`src/rtl/serial_adder_pkg.sv`:
```
// Shared types and helpers for the bit-serial adder.
// FSM encoding and constant-width helper.
package serial_adder_pkg;

  typedef enum logic [1:0] {
    IDLE = 2'd0,
    RUN  = 2'd1,
    DONE = 2'd2
  } state_t;

  function automatic int clog2(input int v);
    int r;
    r = 0;
    for (int i = 0; i < 32; i++)
      if ((1 << i) < v) r = i + 1;
    return r;
  endfunction

endpackage

```
`src/rtl/serial_adder_fa_using_ha.sv`:
```
// Combinational full adder built from two half adders
// and an OR of their carries.
module fa_using_ha (
  input  logic a,
  input  logic b,
  input  logic ci,
  output logic s,
  output logic co
);

  logic p;
  logic g1;
  logic g2;

  assign p  = a ^ b;
  assign g1 = a & b;
  assign s  = p ^ ci;
  assign g2 = p & ci;
  assign co = g1 | g2;

endmodule

```
`src/rtl/serial_adder.sv`:
```
// Bit-serial WIDTH-bit adder: one full-adder cell reused
// LSB-first, done pulse marks the registered sum/cout.
module serial_adder
  import serial_adder_pkg::*;
#(
  parameter int WIDTH = 8
) (
  input  logic             clk,
  input  logic             rst,
  input  logic             start,
  input  logic [WIDTH-1:0] a,
  input  logic [WIDTH-1:0] b,
  input  logic             cin,
  output logic             busy,
  output logic             done,
  output logic [WIDTH-1:0] sum,
  output logic             cout
);

  localparam int CW = (clog2(WIDTH) < 1) ? 1 : clog2(WIDTH);
  localparam logic [CW-1:0] LAST = CW'(WIDTH - 1);

  state_t           state;
  state_t           state_n;
  logic [WIDTH-1:0] sa;
  logic [WIDTH-1:0] sb;
  logic [WIDTH-1:0] res;
  logic             carry;
  logic [CW-1:0]    cnt;
  logic             s;
  logic             c;
  logic             last;
  logic             accept;

  fa_using_ha u_fa (
    .a  (sa[0]),
    .b  (sb[0]),
    .ci (carry),
    .s  (s),
    .co (c)
  );

  assign last   = (cnt == LAST);
  assign accept = start && (state == IDLE || state == DONE);
  assign busy   = (state == RUN);
  assign done   = (state == DONE);

  always_ff @(posedge clk) begin
    if (rst) state <= IDLE;
    else     state <= state_n;
  end

  always_comb begin
    state_n = state;
    case (state)
      IDLE:    if (start) state_n = RUN;
      RUN:     if (last) state_n = DONE;
      DONE:    state_n = start ? RUN : IDLE;
      default: state_n = IDLE;
    endcase
  end

  always_ff @(posedge clk) begin
    if (rst) begin
      sa    <= '0;
      sb    <= '0;
      res   <= '0;
      carry <= 1'b0;
      cnt   <= '0;
      sum   <= '0;
      cout  <= 1'b0;
    end else if (accept) begin
      sa    <= a;
      sb    <= b;
      carry <= cin;
      res   <= '0;
      cnt   <= '0;
    end else if (state == RUN) begin
      sa    <= sa >> 1;
      sb    <= sb >> 1;
      res   <= {s, res[WIDTH-1:1]};
      carry <= c;
      cnt   <= cnt + 1'b1;
      // final bit: publish result on the RUN->DONE edge
      if (last) begin
        sum  <= {s, res[WIDTH-1:1]};
        cout <= c;
      end
    end
  end

endmodule

```
`config.mk`:
```
export PLATFORM = sky130hd
export DESIGN_NAME = serial_adder
export DESIGN_NICKNAME = d
export VERILOG_FILES = /design/src/rtl/serial_adder_pkg.sv /design/src/rtl/serial_adder_fa_using_ha.sv /design/src/rtl/serial_adder.sv
export SDC_FILE = /design/constraint.sdc
export NUM_CORES = 1
export LEC_CHECK = 0
export ABC_AREA = 1
export BUFFER_PORTS_ARGS = -buffer_cell sky130_fd_sc_hd__buf_4
export CORE_ASPECT_RATIO = 0.75
export CORE_MARGIN = 3
export CORE_UTILIZATION = 40
export CTS_BUF_LIST = sky130_fd_sc_hd__clkbuf_16
export DETAILED_ROUTE_END_ITERATION = 10
export PLACE_DENSITY = 0.65
export SYNTH_ARGS = -nofsm -noshare
export SYNTH_HDL_FRONTEND = slang
export SYNTH_SLANG_ARGS = --single-unit
```
`constraint.sdc`:
```
create_clock -name clk -period 2.5 [get_ports clk]
set_clock_uncertainty 0.05 [all_clocks]
set_input_delay 0.125 -clock clk [delete_from_list [all_inputs] [get_ports clk]]
set_output_delay 0.125 -clock clk [all_outputs]
set_load 0.03 [all_outputs]
```
# Word level (Yosys, flattened, before mapping)
# Index checks and enable logic that the tools add are counted.
[totals] ff_bits=68 in_bits=20 out_inout_bits=11 wordCells=37
[op_classes] add_sub_neg=1 n_eq_ne=5 muxes=10 n_bitwise=6 reduce_logical=7
[ops] operator="$add A32 B1 Y32 const B" count=1
[ops] operator="$eq A32 B3 Y1 const B" count=1
[ops] operator="$mux W8" count=4
[ops] operator="$pmux W2 S3" count=1
[ops] operator="$mux W2" count=2
[ops] operator="$mux W1" count=3
[ops] operator="$reduce_and A3 Y1" count=1
[ops] operator="$and A1 B1 Y1" count=2
[ops] operator="$eq A2 B1 Y1 const B" count=1
[ops] operator="$eq A2 B2 Y1 const B" count=1
[ops] operator="$logic_not A2 Y1" count=1
[ops] operator="$ne A2 B1 Y1 const B" count=1
[ops] operator="$ne A2 B2 Y1 const B" count=1
[ops] operator="$reduce_and A2 Y1" count=1
[ops] operator="$reduce_bool A2 Y1" count=1
[ops] operator="$reduce_or A2 Y1" count=1
[ops] operator="$xor A1 B1 Y1" count=2
[ops] operator="$logic_and A1 B1 Y1" count=1
[ops] operator="$logic_or A1 B1 Y1" count=1
[ops] operator="$not A1 Y1" count=1
[ops] operator="$or A1 B1 Y1" count=1

# Depth between registers and ports, before layout
[logic_depth] ltp_word=5 ltp_mapped=11 mapped_depth_nobuf=10

# Hierarchy
# A second synthesis with hierarchy kept.
[unflattened] hier_cells=456 hier_area_um2=3194.3
[by_module_without_submodules] module="serial_adder" instances=1 cells_per_inst=455 area_each_um2=3174.3 seq_area_each_um2=1341.3
[by_module_without_submodules] module="fa_using_ha" instances=1 cells_per_inst=1 area_each_um2=20.0 seq_area_each_um2=0.0

# Worst setup path before layout
# No wires, ideal clock.
[synth_timing] path_kind="flip-flop to flip-flop" start="reg cnt[1]" end="reg cnt[12]" setup_time_ns=0.128 arrival_time_ns=1.305 required_time_ns=2.322 path_slack_ns=1.018 path_stages_with_launch=9 path_buffers=1 synth_period_minus_slack_ns=1.482 path_cell_list="dfxtp_1 ha_1 inv_1 nor2_2 nand3_4 nor2_4 buf_6 xnor2_1 nor2_1"
[synth_via] elab_chain_len=1
[synth_lines] item="from (decl)" line="serial_adder.sv:29" rtl="logic [CW-1:0] cnt;"
[synth_lines] item="from (signal assigned)" line="serial_adder.sv:83" rtl="cnt <= cnt + 1'b1;"
[synth_lines] item="$add A32 B1 Y32" line="serial_adder.sv:83"
# Every way passes these cells.
# A chain may end at the register's enable or synchronous reset.

# Worst setup path after layout
[layout_timing] start="reg cnt[1]" end="reg sum[5]"
[layout_via] elab_chain_len=2
[layout_lines] item="$eq A32 B3 Y1" line="serial_adder.sv:43" rtl="assign last = (cnt == LAST);"
[layout_lines] item="$reduce_and A3 Y1 (no source line)"
[layout_lines] item="to (signal assigned)" line="serial_adder.sv:86" rtl="sum <= {s, res[WIDTH-1:1]};"
[layout_lines] item="to (decl)" line="serial_adder.sv:16" rtl="output logic [WIDTH-1:0] sum,"
# Every way passes these cells.

==> metrics.md <==
| Metric | Value |
|---|---|
| Critical Path RT | 2.72 ns |
| Crit-path slowest cell | nor2_2 |
| Max cap viols | 0 |
| Port Buffers | 30 |
| Fill cell count | 751 |
| Routed WL | 7.697 mm |
| Synth Cell Area | 0.003237 sq mm |
| Avg Inst Size Synth | 6.902 sq um |
| Min Hold Slack | 0.03312 ns |
| Relative max-transition margin | 60.02% |
| Critical Path AT | 2.10 ns |
| RePlAce Congestion | 0.8778 |
| Static Leak | 1.488 nW |
| CTS Buffer Depth | 2 |
| Synth top area share | 41.44% |
| Status | complete, no violations |
| CP Capture Type | flop |
| Hold path depth | 3 |
| Antenna cells | 0 |
| Worst path most repeated cell | nand2_1 |
| Slowest stage delay, CP | 0.40 ns |
| Worst vdd ir | 422.3 uV |
| Buf+Inv Stages, Crit Path | 0 |
| Crit Path Class | reg2reg |
| TritonCTS clock tree | built |
| Critical path launch point type | flop |
| Die H | 83.91 um |
| Area growth syn-to-layout | 20.22% |
| Area occupied by multi-input gates | 0.001627 sq mm |
| Clk Latency, worst-skew pair | 0.33 ns |
| Largest cells by area after synthesis | dfxtp_1 41%, nand2_1 14%, nor2_1 9.2% |
| Die W | 109.9 um |
| GRT Residual Overflow | 0 |
| R2R Path Start | cnt[1]$_SDFFE_PP0N_ |
| Die area | 0.009219 sq mm |
| Ys flop type | dfxtp_1 |
| Overall routing resource usage | 17.84% |
| PwrDens | 699.9 mW/mm^2 |
| Synth unique cells | 35 |
| First-pass DRT Iterations | 5 |
| Synth Register Bits | 67 |
| Most frequent cell after synthesis | nand2_1 |
| Tcrit/Tclk final | 75.30% |
| Vias in the first global route | 2772 |
| Setup Buffers After CTS | 0 |
| Critical path peak fanout | 11 |
| Critical path cell sequence | ha_1 > nand2_1 > nor2_1 > nand2_1 > nor2_1 > nand2_1 > nor2_2 > nand2_1 > nand2_1 |
| Root Buffer | clkbuf_16 |
| Async SR Flop Fraction | 0% |
| First-pass GRT wire length | 13.04 mm |
| Top delay family on crit path | simple AND/OR/NAND/NOR gates |
| Fin. Hold Viols | 0 |
| Detailed Place HPWL | 5.366 mm |
| Minimum clock period | 1.883 ns |
| FF-to-FF path depth | 9 |
| Cell taking the most area after synthesis | dfxtp_1 |
| Min-Delay Path Class | in2reg |
| Via count | 3032 |
| DRC violations left | 0 |
| Slew of the pin with the lowest slew margin | 0.5991 ns |
| CTS Buf Count | 9 |
| Post-DR vias/cell | 5.012 |
| Core area | 0.007601 sq mm |
| Initial antenna violation count | 0 |
| Clock slew at reported path FFs | 0.06 ns |
| Sequential fraction of the synthesis area | 41.44% |
| Top-Level Pins | 31 |
| CTS sink cnt | 67 |
| Nets | 522 |
| Post-synth top cells | 119 x nand2_1, 79 x nor2_1, 67 x dfxtp_1 |
| Pins over their slew limit | 0 |
| Achievable Freq | 531.2 MHz |
| Min-delay src | cin |
| Setup tns final | 0 ns |
| DRT iter0 DRCs | 191 |
| Fin util | 51.19% |
| Post-CTS resize count | 0 |
| FF/Latch Area | 0.001341 sq mm |
| Initial Util | 42.58% |
| Routed wire length per instance | 12.72 um |
| Reg2reg setup slack | 0.62 ns |
| Post-synth EDFFs | 0 |
| Pin count of the biggest net entering global routing | 25 |
| Syn. warnings | 0 |
| Worst hold endpoint | carry$_SDFFE_PP0P_ |
| H-Tree Depth | 3 |
| Setup violators final | 0 |
| Syn Nets | 491 |
| Routed Antenna Nets | 0 |
| Critical R2R Capture | sum[5]$_SDFFE_PP0P_ |
| Site Rows | 27 |
| Mapped Cells | 469 |
| RSZ-0062 raised after global routing | false |
| Fraction of layout cells with a size suffix above 1 | 14.88% |
placed cells by master, fill, tap and decap left out:
cell type / instances
nand4_1: 5
a211oi_1: 3
and2_1: 1
a21oi_1: 26
xor2_1: 3
dfxtp_1: 67
nand2_2: 3
or2_0: 3
inv_1: 48
fa_1: 1
nand3_4: 1
nor2_1: 79
xnor2_1: 4
inv_2: 5
nor2_2: 7
nand3b_1: 2
nand2_1: 119
bufinv_16: 3
clkinvlp_4: 1
buf_4: 33
o21ai_0: 20
nor3_1: 4
o21ai_1: 2
clkinv_4: 2
clkbuf_16: 9
nor4_1: 2
dlygate4sd3_1: 1
a221oi_1: 8
nor2_4: 6
nor3_2: 1
nand3_2: 3
ha_1: 1
a31oi_1: 2
or2_1: 1
nand3_1: 27
nand2_4: 1
kinds of logic after synthesis:
logic type,count (synthesis),share of synthesized area (%)
simple gates,265,36.68
compound gates,61,10.67
fa+ha+maj,2,1.005
buf+inv,67,8.311
xor+xnor,7,1.894
flops,67,41.44
worst max path at each step:
stage,start,endpoint,slack (ns),depth (start not counted)
final,cnt[1]$_SDFFE_PP0N_,sum[5]$_SDFFE_PP0P_,0.62,9
after global routing,cnt[2]$_SDFFE_PP0N_,sum[6]$_SDFFE_PP0P_,0.45,10
after CTS,cnt[1]$_SDFFE_PP0N_,sum[5]$_SDFFE_PP0P_,0.60,9
after detailed placement,cnt[1]$_SDFFE_PP0N_,cout$_SDFFE_PP0P_,0.67,9
after global placement,cnt[1]$_SDFFE_PP0N_,cout$_SDFFE_PP0P_,0.78,9
after floorplan,cnt[1]$_SDFFE_PP0N_,cnt[12]$_SDFFE_PP0N_,1.02,8
metrics by stage:
step	std cells	worst slack [ns]	instance area [sq um]	power, W
after CTS	605	0.6035	3891	0.002744
after floorplan	469	1.018	3237	0.001244
final	605	0.6175	3891	0.002724
after global placement	589	0.7808	3541	0.001299
after global routing	605	0.4505	3891	0.002817
after detailed placement	589	0.6673	3541	0.001301
final cells by class:
cell class	count	area share (%)
clock buffers	9	5.788
clock inverters	6	2.958
inverters	53	5.113
multi-input cells	335	41.80
flip-flops and latches	67	34.47
well taps	101	3.248
repair buffers	34	6.624
power breakdown:
| group | internal [W] | switching, W | leakage [nW] |
|---|---|---|---|
| clock network | 0.000971 | 0.000472 | 0.162 |
| registers | 0.00110 | 0.0000142 | 0.544 |
| logic | 0.0000613 | 0.000106 | 0.783 |
layer usage:
layer  vias to the layer above  GRT usage [%]  part of all wire, %
met5                         -              0                    0
met4                         0          4.417                 0.97
li1                       1556              -                    -
met2                        89          24.83                   42
met3                         7          4.872                  5.8
met1                      1380          26.83                   51
state kept, by name (all words and copies together), names as in the netlist:
name,flops
cnt,32
sum,8
sb,8
cout,1
res,7
carry,1
sa,8
state,2
repair_timing:
item	in CTS	in global routing
endpoints found under the hold margin	2	0
endpoints found under the setup margin	0	0
hold buffers	1	0
worst min-delay path, stage by stage:
cell and delay, ns:
buf_4 0.11, nand2_1 0.05, a31oi_1 0.07
Power figures use the tool's default switching activity.
